### config.mk
export PLATFORM = sky130hd
export DESIGN_NAME = kgp_prog_loader
export DESIGN_NICKNAME = d
export VERILOG_FILES = /design/src/rtl/kgp_prog_loader.sv
export SDC_FILE = /design/constraint.sdc
export NUM_CORES = 1
export LEC_CHECK = 0
export ABC_CLOCK_PERIOD_IN_PS = 4900
export BUFFER_PORTS_ARGS = -buffer_cell sky130_fd_sc_hd__buf_2
export CORE_ASPECT_RATIO = 1.25
export CORE_UTILIZATION = 59
export CTS_CLUSTER_DIAMETER = 80
export CTS_CLUSTER_SIZE = 25
export DETAILED_ROUTE_END_ITERATION = 8
export PLACE_DENSITY = 0.89
export REMOVE_ABC_BUFFERS = 1
export SLEW_MARGIN = 20
export SYNTH_ARGS = -nofsm -noshare
export SYNTH_HDL_FRONTEND = slang
export SYNTH_SLANG_ARGS = --single-unit
### constraint.sdc
create_clock -name clk -period 4.9 [get_ports clk]
set_input_delay 0.98 -clock clk [delete_from_list [all_inputs] [get_ports clk]]
set_output_delay 0.98 -clock clk [all_outputs]
set_load 0.01 [all_outputs]
### src/rtl/kgp_prog_loader.sv
// KGP-RISC program loader: assembles a big-endian byte stream into 32-bit
// instruction words, screens opcodes and writes legal words to imem from 0.
module kgp_prog_loader #(
  parameter int unsigned ADDR_W     = 10,
  parameter int unsigned DEPTH      = 1024,
  parameter logic [31:0] END_WORD   = 32'hFFFFFFFF,
  parameter logic [4:0]  MAX_OPCODE = 5'b00101
) (
  input  logic              clk,
  input  logic              rst,
  input  logic              start,
  input  logic              in_valid,
  input  logic [7:0]        in_data,
  output logic              in_ready,
  output logic              imem_we,
  output logic [ADDR_W-1:0] imem_addr,
  output logic [31:0]       imem_wdata,
  output logic              busy,
  output logic              done,
  output logic [1:0]        err,
  output logic [ADDR_W:0]   word_count
);

  typedef enum logic [2:0] {
    S_IDLE, S_RECV, S_WRITE, S_DONE, S_ERR
  } state_t;

  localparam logic [ADDR_W:0] DEPTH_C = (ADDR_W+1)'(DEPTH);
  localparam logic [1:0]      ERR_NONE = 2'b00;
  localparam logic [1:0]      ERR_OPC  = 2'b01;
  localparam logic [1:0]      ERR_OVF  = 2'b10;

  state_t      state;
  logic [1:0]  bidx;
  // Only the first three bytes need storing; the fourth is used straight off the bus.
  logic [23:0] asm_q;
  logic [31:0] word;
  logic        accept;

  assign word   = {asm_q, in_data};
  assign accept = (state == S_RECV) && in_valid && in_ready;

  always_ff @(posedge clk or posedge rst) begin
    if (rst) begin
      state      <= S_IDLE;
      in_ready   <= 1'b0;
      imem_we    <= 1'b0;
      imem_addr  <= '0;
      imem_wdata <= '0;
      busy       <= 1'b0;
      done       <= 1'b0;
      err        <= ERR_NONE;
      word_count <= '0;
      bidx       <= '0;
      asm_q      <= '0;
    end else begin
      case (state)
        S_IDLE, S_DONE, S_ERR: begin
          if (start) begin
            state      <= S_RECV;
            in_ready   <= 1'b1;
            busy       <= 1'b1;
            done       <= 1'b0;
            err        <= ERR_NONE;
            word_count <= '0;
            imem_addr  <= '0;
            bidx       <= '0;
          end
        end
        S_RECV: begin
          if (accept) begin
            case (bidx)
              2'd0: asm_q[23:16] <= in_data;
              2'd1: asm_q[15:8]  <= in_data;
              2'd2: asm_q[7:0]   <= in_data;
              default: ;
            endcase
            bidx <= bidx + 2'd1;
            if (bidx == 2'd3) begin
              in_ready <= 1'b0;
              if (word == END_WORD) begin
                state <= S_DONE;
                done  <= 1'b1;
                busy  <= 1'b0;
              end else if (word[31:27] > MAX_OPCODE) begin
                state <= S_ERR;
                err   <= ERR_OPC;
                busy  <= 1'b0;
              end else if (word_count == DEPTH_C) begin
                state <= S_ERR;
                err   <= ERR_OVF;
                busy  <= 1'b0;
              end else begin
                state      <= S_WRITE;
                imem_we    <= 1'b1;
                imem_wdata <= word;
                imem_addr  <= word_count[ADDR_W-1:0];
              end
            end
          end
        end
        S_WRITE: begin
          state      <= S_RECV;
          imem_we    <= 1'b0;
          in_ready   <= 1'b1;
          word_count <= word_count + 1'b1;
          bidx       <= '0;
        end
        default: begin
          state    <= S_IDLE;
          in_ready <= 1'b0;
          imem_we  <= 1'b0;
          busy     <= 1'b0;
        end
      endcase
    end
  end

endmodule

==> impl_results.md <==
- CP top delay family: simple AND/OR/NAND/NOR gates
- CP endpoint kind: register
- Pre-CTS WS: 2.12 ns
- Crit path max-delay cell type: and2_2
- Hold_buf cts: 0
- Routed vias/inst: around 6
- Post-cts gate resize count: 0
- Initial antenna violation count: 0
- GP Congestion: around 0.9
- Hold Path Sink: imem_addr[4]
- Status: completed
- Area delta synth->final: 15.4%
- Syn. warnings: 0
- Initial Util: 61.9%
- Nets: about 380
- NetSw: 0.281 mW
- Syn Inst Count: 295
- Tightest Hold Check Type: register to register
- Metal2 WL: between 3 and 4 mm
- Pin count of the biggest net entering global routing: 55
- Routed len/inst: roughly 18 um
- Slew headroom: 33.5%
- RR Endpoint: imem_wdata[28]
- Total track usage: ~25%
- Worst path cell trace: or3b_1, nor2_1, and2_2, mux2_2
- WHS Path Cells: 1
- First-pass GRT wire length: between 10 and 15 mm
- Clock transition at path regs: 0.08 ns
- Tot Pwr: ~1.2 mW
- Post-synthesis sequential area ratio: 56.6%
- Fin crit share: approximately 53%
- Grt total ovfl: 0
- WL final: 7.97 mm
- Hold Crit Start: imem_addr[4]
- Via Count: 2661
- Max-slew violations: 0
- Inst Count DP: 439
- Non-Filler Instances: 455
- Die Wd: 74.6 um
- Lkg Pwr: about 2.4 nW
- Crit path DAT: 2.83 ns
- Synth Register Bits: 88
- Post-detail-place hpwl: approximately 5.4 mm
- P_int: 0.967 mW
- Combinational share of power: roughly 2.3%
- Clk_lat worst skew: 0.36 ns
- Met3 wire length: 305 um
- Layout cell share with drive strength beyond 1: 41.1%
- Final WS setup: between 2 and 2.5 ns
- Synth Flop Type: dfrtp_1
- Setup bufs post-CTS: 0
- Clock power share: 39.4%
- Setup CP Type: register to register
- Clk root buf: clkbuf_8
- Reg2reg setup slack: 2.31 ns
- Register share of total power: between 50% and 60%
- Final min period: roughly 2.6 ns
- Number of global-route vias before repair: ~2600
- TritonCTS clock tree: yes
- Largest stage delay, worst path: just over 0.8 ns
- Yosys cell types: between 40 and 50
- Placed Area: approximately 4300 um^2
- Fin. Hold Viols: 0
- # rows: 32
- RSZ-0062 raised after global routing: false
- Max-Cap Viols: 0
- CTS H-tree depth: 3
- Initial DRC count: 157
- Post-synth EDFFs: 0
- CTS buffer count: 9
- Ant diodes: 0
- WL met1: 3.56 mm
- VDD IR max: 0.199 mV
- Crit path from: state[0]
- R2R depth: 4
- Worst Path Max Fanout: 35
- Startpoint types: register
- Required @ worst endpoint: 5.14 ns
- Clk buf depth: 2
- Top sig layer: met4
- Count of buffer and inverter cells on the critical path: 0
- Crit Reg-Reg Startpoint: state[0]
- Ys async rst share: 100%
- Power per standard cell area: 278 nW/um^2
- Die height: 92.8 um
- Io pins: 71
- Worst-Margin Slew: just under 1 ns
- Antenna Nets Post-Route: 0
- Cell Area, Synth: 3890 um^2
- Switching part of the total power: between 20% and 30%
- Syn avg cell area: roughly 13 um^2
- Pre-Repair DR Iteration Count: 5
- Clock Sink Count: slightly below 90
- Core Region: 6290 um^2
- I/O Buffers: 70
- Setup violations, final: 0
- DIE AREA: around 6900 um^2
- Final Instance Area: 4490 um^2
- Setup_tns: 0 ns
- Fmax: 386 MHz
- Drt drc: 0
- Fin Clk Skew: about 0.011 ns
metrics by stage:
| stage | hold WS, ns | util [%] |
|---|---|---|
| 4_1_cts | 0.505 | 71.2 |
| 3_5_place_dp | 0.485 | 68.1 |
| 6_report | 0.499 | 71.4 |
| 2_1_floorplan | 0.496 | - |
| 5_1_grt | 0.524 | 71.4 |
| 3_3_place_gp | 0.464 | 68.1 |
cells by family (layout without fill, tap and decap cells):
family / Yosys count / count (layout) / share of synthesized area (%)
AO/OA/AOI/OAI: 47 / 47 / 8.82
XOR/XNOR: 1 / 1 / 0.225
adder cells (fa/ha/maj): 6 / 6 / 1.93
buffers and inverters: 20 / 95 / 2.64
flip-flops: 88 / 88 / 56.6
multiplexers: 59 / 59 / 18.9
AND/OR/NAND/NOR: 74 / 74 / 10.9
synthesized netlist by cell type, drive strengths merged (2+ instances only):
master | count | share of area, %
nand3 | 10 | 1.3
nand2 | 20 | 1.9
o2bb2ai | 2 | 0.45
nor3 | 3 | 0.39
nor3b | 3 | 0.58
nor4 | 4 | 1.4
mux2 | 55 | 18
buf | 7 | 1.4
ha | 6 | 1.9
nor2 | 7 | 0.68
o21ai | 8 | 1.0
mux2i | 4 | 1.0
nand4 | 13 | 2.1
or3b | 2 | 0.45
dfrtp | 88 | 57
nor2b | 2 | 0.32
a211o | 2 | 0.45
o22ai | 2 | 0.32
a2bb2oi | 2 | 0.45
o211ai | 2 | 0.39
clkbuf | 5 | 0.48
a21oi | 10 | 1.3
a22o | 10 | 2.3
and2 | 4 | 0.64
and3 | 3 | 0.48
inv | 8 | 0.77
layout make-up:
class | count | area, um^2
clock buffer | 9 | 124
clock inverter | 7 | 70.1
fill | 420 | 1800
inverter | 8 | 31.3
multi-input combinational | 187 | 1600
sequential | 88 | 2200
tap | 85 | 106
timing repair buffer | 71 | 358
flip-flops by register name (all words and copies together), names as in the netlist, 2 cells and up:
| register | flops |
|---|---|
| bidx | 2 |
| imem_addr | 10 |
| asm_q | 24 |
| state | 3 |
| word_count | 11 |
| imem_wdata | 32 |
| err | 2 |
how the worst max path moves through the flow:
stage	to	slack [ns]	depth (start not counted)
2_1_floorplan	asm_q[0]	1.64	1
3_3_place_gp	imem_wdata[28]	2.17	5
3_5_place_dp	imem_wdata[29]	2.12	5
4_1_cts	imem_wdata[27]	2.32	4
5_1_grt	imem_wdata[27]	2.14	4
6_report	imem_wdata[28]	2.31	4
placed cells by master, fill, tap and decap left out, types with 2 or more instances in the layout:
cell / Yosys / final
nor4_4: 2 / 2
dfrtp_1: 88 / 88
buf_2: 4 / 70
nand3_1: 10 / 10
o211ai_1: 2 / 2
a2bb2oi_1: 2 / 2
clkbuf_8: 0 / 9
o21ai_0: 8 / 8
a211o_1: 2 / 2
nor2_1: 7 / 7
a21oi_1: 10 / 10
mux2i_1: 4 / 4
ha_1: 6 / 6
nand4_1: 13 / 13
and3_1: 3 / 3
nor3_1: 3 / 3
mux2_2: 35 / 35
nand2_1: 20 / 20
mux2_4: 20 / 20
nor3b_1: 3 / 2
clkinv_2: 0 / 4
and2_1: 4 / 3
o22ai_1: 2 / 2
inv_1: 8 / 7
nor2b_1: 2 / 2
a22o_1: 10 / 10
o2bb2ai_1: 2 / 2
power by group through the flow:
| stage | Sequential, mW | Combinational, mW | Clock, mW |
|---|---|---|---|
| detailed placement | 0.742 | 0.0301 | 0 |
| global placement | 0.742 | 0.0287 | 0 |
| global route | 0.727 | 0.0335 | 0.523 |
| CTS | 0.727 | 0.0301 | 0.496 |
| floorplan | 0.742 | 0.0141 | 0 |
| finish | 0.727 | 0.0291 | 0.493 |
per-layer routing:
layer / track usage, % / vias up
met5: 0 / -
met4: 11.6 / 0
met3: 5.33 / 15
met2: 38.5 / 87
met1: 33.8 / 1334
li1: - / 1225
worst reg2reg max path: stages (launching register included):
cell and delay (ns):
dfrtp_1 0.61, or3b_1 0.44, nor2_1 0.17, and2_2 0.82, mux2_2 0.44
(Power assumes the default switching activity.)
